===== src/rtl/audio_i2s_port_if.sv =====
// audio_i2s_port_if
//   Groups the codec pins and the parallel ADC/DAC sample interface of the
//   audio serial port into one bundle.
//   master : codec/system side (drives the codec pins and the DAC words, observes the results)
//   slave  : the audio_i2s_port itself
//   Codec pins   : AC_BCLK, AC_LRCLK, AC_ADC_SDATA (to port), AC_DAC_SDATA (from port)
//   ADC side     : ADC_LEFT, ADC_RIGHT, ADC_VALID (from port)
//   DAC side     : DAC_LEFT, DAC_RIGHT, DAC_VALID (to port), DAC_READY, UNDERRUN (from port)
interface audio_i2s_port_if #(
  parameter int SAMPLE_WIDTH = 24
);
  logic                    AC_BCLK;
  logic                    AC_LRCLK;
  logic                    AC_ADC_SDATA;
  logic                    AC_DAC_SDATA;
  logic [SAMPLE_WIDTH-1:0] ADC_LEFT;
  logic [SAMPLE_WIDTH-1:0] ADC_RIGHT;
  logic                    ADC_VALID;
  logic [SAMPLE_WIDTH-1:0] DAC_LEFT;
  logic [SAMPLE_WIDTH-1:0] DAC_RIGHT;
  logic                    DAC_VALID;
  logic                    DAC_READY;
  logic                    UNDERRUN;

  modport master (
    output AC_BCLK, AC_LRCLK, AC_ADC_SDATA, DAC_LEFT, DAC_RIGHT, DAC_VALID,
    input  AC_DAC_SDATA, ADC_LEFT, ADC_RIGHT, ADC_VALID, DAC_READY, UNDERRUN
  );

  modport slave (
    input  AC_BCLK, AC_LRCLK, AC_ADC_SDATA, DAC_LEFT, DAC_RIGHT, DAC_VALID,
    output AC_DAC_SDATA, ADC_LEFT, ADC_RIGHT, ADC_VALID, DAC_READY, UNDERRUN
  );
endinterface


===== src/rtl/audio_i2s_port.sv =====
// audio_i2s_port
//   I2S serial port for an audio codec that is bus master. BCLK, LRCLK and the
//   ADC data line are asynchronous to CLK_48; they are synchronised and BCLK
//   edges are detected in the CLK_48 domain. Incoming stereo frames are
//   deserialised into ADC_LEFT/ADC_RIGHT; DAC word pairs offered on a
//   valid/ready handshake are serialised MSB-first onto AC_DAC_SDATA.
//   Ports:
//     CLK_48  - 48 MHz system clock, the only clock
//     RESET   - synchronous active-high reset
//     LOCKED  - clock-stable flag, LOCKED=0 behaves exactly like RESET=1
//     bus     - audio_i2s_port_if.slave: codec pins plus ADC/DAC sample interface
module audio_i2s_port #(
  parameter int SAMPLE_WIDTH = 24,
  parameter int SLOT_BITS    = 32
) (
  input  logic              CLK_48,
  input  logic              RESET,
  input  logic              LOCKED,
  audio_i2s_port_if.slave   bus
);

  localparam int CNT_W = $clog2(SLOT_BITS);
  localparam logic [CNT_W-1:0] CNT_MAX = CNT_W'(SLOT_BITS - 1);
  localparam logic [CNT_W-1:0] SW_CNT  = CNT_W'(SAMPLE_WIDTH);
  localparam logic [CNT_W-1:0] SW_LAST = CNT_W'(SAMPLE_WIDTH - 1);

  typedef enum logic [1:0] {
    UNSYNCED = 2'd0,
    LEFT     = 2'd1,
    RIGHT    = 2'd2
  } state_t;

  logic srst;
  assign srst = RESET | ~LOCKED;

  // ---------------------------------------------------------------------------
  // Input synchronisers: bit 0 = BCLK, bit 1 = LRCLK, bit 2 = ADC data.
  // These are pure pipelines and carry no state worth resetting.
  // ---------------------------------------------------------------------------
  logic [2:0] async_in;
  logic [2:0] sync_in;
  assign async_in = {bus.AC_ADC_SDATA, bus.AC_LRCLK, bus.AC_BCLK};

  genvar gi;
  generate
    for (gi = 0; gi < 3; gi++) begin : g_sync
      logic meta_reg;
      logic sync_reg;
      always_ff @(posedge CLK_48) begin
        meta_reg <= async_in[gi];
        sync_reg <= meta_reg;
      end
      assign sync_in[gi] = sync_reg;
    end
  endgenerate

  logic bclk_sync, lr_sync, sdata_sync;
  logic bclk_d_reg;
  assign bclk_sync  = sync_in[0];
  assign lr_sync    = sync_in[1];
  assign sdata_sync = sync_in[2];

  always_ff @(posedge CLK_48) begin
    bclk_d_reg <= bclk_sync;
  end

  // LRCLK and data only move on BCLK falls, so at a rise strobe they have been
  // stable for half a BCLK period and need no extra alignment stage.
  logic rise, fall;
  assign rise = bclk_sync & ~bclk_d_reg;
  assign fall = ~bclk_sync & bclk_d_reg;

  // ---------------------------------------------------------------------------
  // State registers
  // ---------------------------------------------------------------------------
  state_t                  state_reg, state_next;
  logic                    lr_prev_reg;
  logic [CNT_W-1:0]        bit_cnt_reg;
  logic [SAMPLE_WIDTH-1:0] adc_shift_reg;
  logic [SAMPLE_WIDTH-1:0] left_tmp_reg;
  logic                    left_ok_reg;
  logic [SAMPLE_WIDTH-1:0] adc_left_reg, adc_right_reg;
  logic                    adc_valid_reg;
  logic [SAMPLE_WIDTH-1:0] hold_l_reg, hold_r_reg;
  logic                    hold_full_reg, hold_full_next;
  logic                    dac_ready_reg;
  logic [SAMPLE_WIDTH-1:0] dac_sh_reg, dac_r_reg;
  logic                    dac_sdata_reg;
  logic                    underrun_reg;

  logic                    lr_change, frame_start, right_start, load;
  logic [SAMPLE_WIDTH-1:0] adc_shift_next;

  assign adc_shift_next = {adc_shift_reg[SAMPLE_WIDTH-2:0], sdata_sync};
  assign load           = bus.DAC_VALID & dac_ready_reg;

  // Slot tracking FSM. A 1->0 LRCLK change always starts a left slot (and is
  // how we leave UNSYNCED); a 0->1 change only matters once synchronised,
  // which is what drops a right slot seen before any left slot.
  always_comb begin
    state_next  = state_reg;
    lr_change   = 1'b0;
    frame_start = 1'b0;
    right_start = 1'b0;
    if (rise && (lr_sync != lr_prev_reg)) begin
      lr_change = 1'b1;
      if (!lr_sync) begin
        state_next  = LEFT;
        frame_start = 1'b1;
      end else if (state_reg != UNSYNCED) begin
        state_next  = RIGHT;
        right_start = 1'b1;
      end
    end
  end

  // Holding register occupancy. A load coinciding with a frame start lands
  // in the (then empty) holding register and waits for the next frame.
  always_comb begin
    hold_full_next = hold_full_reg;
    if (frame_start && hold_full_reg) begin
      hold_full_next = 1'b0;
    end
    if (load) begin
      hold_full_next = 1'b1;
    end
  end

  always_ff @(posedge CLK_48) begin
    if (srst) begin
      state_reg     <= UNSYNCED;
      lr_prev_reg   <= 1'b0;
      bit_cnt_reg   <= '0;
      adc_shift_reg <= '0;
      left_tmp_reg  <= '0;
      left_ok_reg   <= 1'b0;
      adc_left_reg  <= '0;
      adc_right_reg <= '0;
      adc_valid_reg <= 1'b0;
      hold_l_reg    <= '0;
      hold_r_reg    <= '0;
      hold_full_reg <= 1'b0;
      dac_ready_reg <= 1'b0;
      dac_sh_reg    <= '0;
      dac_r_reg     <= '0;
      dac_sdata_reg <= 1'b0;
      underrun_reg  <= 1'b0;
    end else begin
      state_reg     <= state_next;
      adc_valid_reg <= 1'b0;
      underrun_reg  <= 1'b0;
      hold_full_reg <= hold_full_next;
      dac_ready_reg <= ~hold_full_next;

      // Bit counter: 0 on the I2S delay bit, then data bit n has count n.
      if (rise) begin
        lr_prev_reg <= lr_sync;
        if (lr_change) begin
          bit_cnt_reg <= '0;
        end else if (bit_cnt_reg != CNT_MAX) begin
          bit_cnt_reg <= bit_cnt_reg + 1'b1;
        end
      end

      // ADC capture. A left word only counts once all its bits arrived, so a
      // truncated left slot suppresses the pair of that frame.
      if (frame_start) begin
        left_ok_reg <= 1'b0;
      end else if (rise && !lr_change && (state_reg != UNSYNCED) && (bit_cnt_reg < SW_CNT)) begin
        adc_shift_reg <= adc_shift_next;
        if (bit_cnt_reg == SW_LAST) begin
          if (state_reg == LEFT) begin
            left_tmp_reg <= adc_shift_next;
            left_ok_reg  <= 1'b1;
          end else if (left_ok_reg) begin
            adc_left_reg  <= left_tmp_reg;
            adc_right_reg <= adc_shift_next;
            adc_valid_reg <= 1'b1;
            left_ok_reg   <= 1'b0;
          end
        end
      end

      if (load) begin
        hold_l_reg <= bus.DAC_LEFT;
        hold_r_reg <= bus.DAC_RIGHT;
      end

      // DAC serialiser: the left word is loaded at the frame-start rise and
      // the right word at the rise entering RIGHT; each following fall puts
      // the next bit on the pin so the codec samples it on the next rise.
      if (frame_start) begin
        if (hold_full_reg) begin
          dac_sh_reg <= hold_l_reg;
          dac_r_reg  <= hold_r_reg;
        end else begin
          dac_sh_reg   <= '0;
          dac_r_reg    <= '0;
          underrun_reg <= 1'b1;
        end
      end else if (right_start) begin
        dac_sh_reg <= dac_r_reg;
      end else if (fall) begin
        if ((state_reg != UNSYNCED) && (bit_cnt_reg < SW_CNT)) begin
          dac_sdata_reg <= dac_sh_reg[SAMPLE_WIDTH-1];
          dac_sh_reg    <= {dac_sh_reg[SAMPLE_WIDTH-2:0], 1'b0};
        end else begin
          dac_sdata_reg <= 1'b0;
        end
      end
    end
  end

  assign bus.AC_DAC_SDATA = dac_sdata_reg;
  assign bus.ADC_LEFT     = adc_left_reg;
  assign bus.ADC_RIGHT    = adc_right_reg;
  assign bus.ADC_VALID    = adc_valid_reg;
  assign bus.DAC_READY    = dac_ready_reg;
  assign bus.UNDERRUN     = underrun_reg;

endmodule


===== src/flat_wrapper.sv =====
// flat-port wrapper written by rule: the top's interface ports become plain ports
module audio_i2s_port_flat 
#(
  parameter int SAMPLE_WIDTH = 24,
  parameter int SLOT_BITS    = 32
)
  (CLK_48, RESET, LOCKED, bus_AC_BCLK, bus_AC_LRCLK, bus_AC_ADC_SDATA, bus_DAC_LEFT, bus_DAC_RIGHT, bus_DAC_VALID, bus_AC_DAC_SDATA, bus_ADC_LEFT, bus_ADC_RIGHT, bus_ADC_VALID, bus_DAC_READY, bus_UNDERRUN);
  audio_i2s_port_if #(.SAMPLE_WIDTH(SAMPLE_WIDTH)) bus_i ();
  input  logic CLK_48;
  input  logic RESET;
  input  logic LOCKED;
  input wire logic [$bits(bus_i.AC_BCLK)-1:0] bus_AC_BCLK;
  input wire logic [$bits(bus_i.AC_LRCLK)-1:0] bus_AC_LRCLK;
  input wire logic [$bits(bus_i.AC_ADC_SDATA)-1:0] bus_AC_ADC_SDATA;
  input wire logic [$bits(bus_i.DAC_LEFT)-1:0] bus_DAC_LEFT;
  input wire logic [$bits(bus_i.DAC_RIGHT)-1:0] bus_DAC_RIGHT;
  input wire logic [$bits(bus_i.DAC_VALID)-1:0] bus_DAC_VALID;
  output wire logic [$bits(bus_i.AC_DAC_SDATA)-1:0] bus_AC_DAC_SDATA;
  output wire logic [$bits(bus_i.ADC_LEFT)-1:0] bus_ADC_LEFT;
  output wire logic [$bits(bus_i.ADC_RIGHT)-1:0] bus_ADC_RIGHT;
  output wire logic [$bits(bus_i.ADC_VALID)-1:0] bus_ADC_VALID;
  output wire logic [$bits(bus_i.DAC_READY)-1:0] bus_DAC_READY;
  output wire logic [$bits(bus_i.UNDERRUN)-1:0] bus_UNDERRUN;
  assign bus_i.AC_BCLK = bus_AC_BCLK;
  assign bus_i.AC_LRCLK = bus_AC_LRCLK;
  assign bus_i.AC_ADC_SDATA = bus_AC_ADC_SDATA;
  assign bus_i.DAC_LEFT = bus_DAC_LEFT;
  assign bus_i.DAC_RIGHT = bus_DAC_RIGHT;
  assign bus_i.DAC_VALID = bus_DAC_VALID;
  assign bus_AC_DAC_SDATA = bus_i.AC_DAC_SDATA;
  assign bus_ADC_LEFT = bus_i.ADC_LEFT;
  assign bus_ADC_RIGHT = bus_i.ADC_RIGHT;
  assign bus_ADC_VALID = bus_i.ADC_VALID;
  assign bus_DAC_READY = bus_i.DAC_READY;
  assign bus_UNDERRUN = bus_i.UNDERRUN;
  audio_i2s_port #(.SAMPLE_WIDTH(SAMPLE_WIDTH), .SLOT_BITS(SLOT_BITS)) u_core (.CLK_48(CLK_48), .RESET(RESET), .LOCKED(LOCKED), .bus(bus_i));
endmodule

===== config.mk =====
export PLATFORM = sky130hd
export DESIGN_NAME = audio_i2s_port_flat
export DESIGN_NICKNAME = d
export VERILOG_FILES = /design/src/rtl/audio_i2s_port_if.sv /design/src/rtl/audio_i2s_port.sv /design/src/flat_wrapper.sv
export SDC_FILE = /design/constraint.sdc
export NUM_CORES = 1
export LEC_CHECK = 0
export BUFFER_PORTS_ARGS = -buffer_cell sky130_fd_sc_hd__clkbuf_2
export CORE_MARGIN = 5
export CORE_UTILIZATION = 45
export CTS_BUF_LIST = sky130_fd_sc_hd__clkbuf_16
export DETAILED_ROUTE_END_ITERATION = 7
export PLACE_DENSITY = 0.64
export SETUP_SLACK_MARGIN = 0.5
export SLEW_MARGIN = 20
export SYNTH_ARGS = -nofsm -noshare
export SYNTH_HDL_FRONTEND = slang
export SYNTH_SLANG_ARGS = --single-unit
export TNS_END_PERCENT = 50

===== constraint.sdc =====
create_clock -name CLK_48 -period 1.7 [get_ports CLK_48]
set_input_delay 0.085 -clock CLK_48 [delete_from_list [all_inputs] [get_ports CLK_48]]
set_output_delay 0.085 -clock CLK_48 [all_outputs]
set_load 0.02 [all_outputs]

==> results.txt <==
outcome: finished with violations
failing checks: setup timing
Internal Power: 0.00816 W
Tightest Pin Transition: 0.425 ns
R2R Setup Slk: -0.04 ns
Root Buffer: clkbuf_16
chip height: 146 um
total gr overflow: 0
Detailed Routing Iterations Pass 1: 5
H-tree Lvls: 1
Post-synth ARST share: 0%
final wirelength: 22,400 um
global-route wire length before repair: 35,500 um
Hold Path Class: primary input to register
Setup crit start: u_core.bit_cnt_reg[3]$_SDFFE_PP0P_
worst-path maximum fanout: 16
Setup Viol. Count Final: 20
vias in the first global route: 6,857
Startpoint Class: register
biggest area consumer among synthesized cells: dfxtp_1
die area: 0.0214 mm2
library cells used by synthesis: 48
gr usage total: 19.6%
via count: 7,158
Die X: 146 um
crit-path cells: nand4b_1, nor4_4, buf_4, nand4_4, buf_12, mux2i_1
initial antenna violation count: 0
Buffers on Ports: 106
post-route setup slack: -0.0404 ns
Power per Cell Area: 906 mW/mm2
clock share of power: 46.6%
Starting DRT DRC Count: 363
Post-synth EDFFs: 0
top-level port count: 107
Crit path required time: 2.12 ns
crit path capture: u_core.bus.ADC_RIGHT[16]$_SDFFE_PP0P_
crit path kind: register to register
register area share after synthesis: 50.9%
CTS clk-pin slew, worst paths: 0.06 ns
Max Cap Violations: 0
vias per std cell: 5.34
R2R depth: 6
worst min-delay path startpoint: RESET
Area Growth Syn to Fin: 37.9%
end of the worst register-to-register path: u_core.bus.ADC_RIGHT[16]$_SDFFE_PP0P_
clk sinks: 212
RR Startpoint: u_core.bit_cnt_reg[3]$_SDFFE_PP0P_
RSZ-0062 raised after global routing: true
Post-Syn Instances: 912
commonest non-fill, non-tap cells in the layout: nand2_1 (244), dfxtp_1 (203), clkbuf_2 (106)
sequential power share: 48.1%
# diodes: 0
DRT antenna net count: 0
Critical Path End Type: register
Yosys top cell area share: 50.9%
Comb pwr share: 5.2%
switching pwr: 0.00226 W
Seq cells post-synth: 212
synthesized net count: 969
core area: 0.0181 mm2
Avg Cell Area, Syn: 9.15 um2
slowest stage cell, crit path: dfxtp_1
Pwr Total: 0.0104 W
layout cells sized above 1: 27.1%
Final Critical Period: 1.74 ns
clk buf depth: 3
Final Hold Fails: 0
DRC viols: 0
skew final: 0.00847 ns
Tcrit/Tclk final: 102%
NumNets Final: 1,153
leading cell type in the layout, fill and taps excluded: nand2_1
Switching Fraction: 21.7%
Avg WL per Cell: 16.7 um
Num CTS Buffers: 23
Row Count: 49
VDD IR max: 589 uV
fin. max-slew vios: 0
post-synthesis cell area: 0.00835 mm2
Initial Util: 46.1%
relative slew slack: 71.7%
Max Freq: 575 MHz
leakage: 4.57 nW
largest net degree at the start of global routing: 50
synth warn: 0
main area contributors after synthesis: dfxtp_1 (51%), nand2_1 (12%), mux2i_1 (8.8%)
routability cong.: 0.779
CP max stage delay: 0.38 ns
DP Wirelength: 12,800 um
CTS tree: built
Clk Latency, worst-skew pair: 0.50 ns
worst hold slack: 0.0624 ns
Synth Flop Type: dfxtp_1
Critical Path AT: 2.16 ns
-- synth_stat cells, types with 2 or more instances --
cell type  number
ha_1            2
a22o_1         24
nor2_1          8
o21ai_1         6
mux2i_1        73
a21oi_1        78
o31a_1         22
a311oi_1       24
buf_4           4
buf_6           3
nand4b_1        3
dfxtp_1       212
buf_2          16
buf_1           6
clkbuf_1       50
a21o_1          2
nor3_2          3
a22oi_1         2
and4_1         24
inv_1           4
nand2b_1        6
o21a_1          3
o21ai_0        21
nand2_1       266
and2_1          2
nor2b_1         3
a211oi_1       24
-- power by group through the flow --
stage,sequential (W),combinational (W),clock [W]
2_1_floorplan,0.00512,0.000231,0
6_report,0.00502,0.000546,0.00486
3_5_place_dp,0.00513,0.000387,0
3_3_place_gp,0.00513,0.000387,0
4_1_cts,0.00501,0.000517,0.00495
5_1_grt,0.00502,0.000588,0.00517
-- timing repair --
action,CTS,global route
gates resized for setup,31,92
endpoints found under the hold margin,57,0
setup buffers,21,5
gates cloned,6,4
hold buffers,52,0
endpoints found under the setup margin,155,156
pin swaps,6,52
-- worst max-delay path: cells and delay by family (launching register included) --
kind / cells / cell delay (ns)
buffers and inverters: 2 / 0.40
muxes: 1 / 0.19
and+or+nand+nor: 3 / 0.68
DFF: 1 / 0.38
-- layer usage --
metal	track usage, %	share of wire, %
met5	0	0
met4	4.61	1.3
met3	2.76	4.5
met2	31.3	47
met1	28.2	47
-- stage by stage --
step / setup TNS [ns] / util [%] / instances / worst slack (ns) / area (um2)
3_5_place_dp: -1.14 / 51.9 / 1212 / -0.0795 / 9390
2_1_floorplan: 0 / - / 912 / 0.0263 / 8540
6_report: -0.251 / 63.7 / 1340 / -0.0404 / 11500
4_1_cts: 0 / 61.2 / 1331 / 0.0321 / 11100
5_1_grt: -4.26 / 63.7 / 1340 / -0.117 / 11500
3_3_place_gp: -0.470 / 51.9 / 1212 / -0.0523 / 9390
-- layout make-up --
| cell class | instances | area [um2] |
|---|---|---|
| multi-input combinational | 616 | 4110 |
| fill | 1477 | 6570 |
| clock buffer | 23 | 576 |
| timing repair buffer | 239 | 2100 |
| tap | 229 | 287 |
| clock inverter | 17 | 156 |
| inverter | 4 | 15.0 |
| sequential | 212 | 4260 |
-- cells by family after synthesis --
kind of cell    synth area share (%)
simple gates                    17.9
compound gates                  17.1
mux                             8.76
fa+ha+maj                      0.300
xor+xnor                       0.525
flops                           50.9
buf+inv                         4.60
-- how the worst min path moves through the flow --
stage,cells after the start,to,slack (ns)
floorplan,0,u_core.g_sync[0].meta_reg$_DFF_P_,0.11
global placement,1,u_core.g_sync[2].meta_reg$_DFF_P_,0.19
detailed placement,1,u_core.g_sync[0].meta_reg$_DFF_P_,0.19
CTS,3,u_core.adc_shift_reg[15]$_SDFFE_PP0P_,0.06
global route,3,u_core.adc_shift_reg[0]$_SDFFE_PP0P_,0.07
finish,3,u_core.adc_shift_reg[15]$_SDFFE_PP0P_,0.06
(Power assumes the default switching activity.)
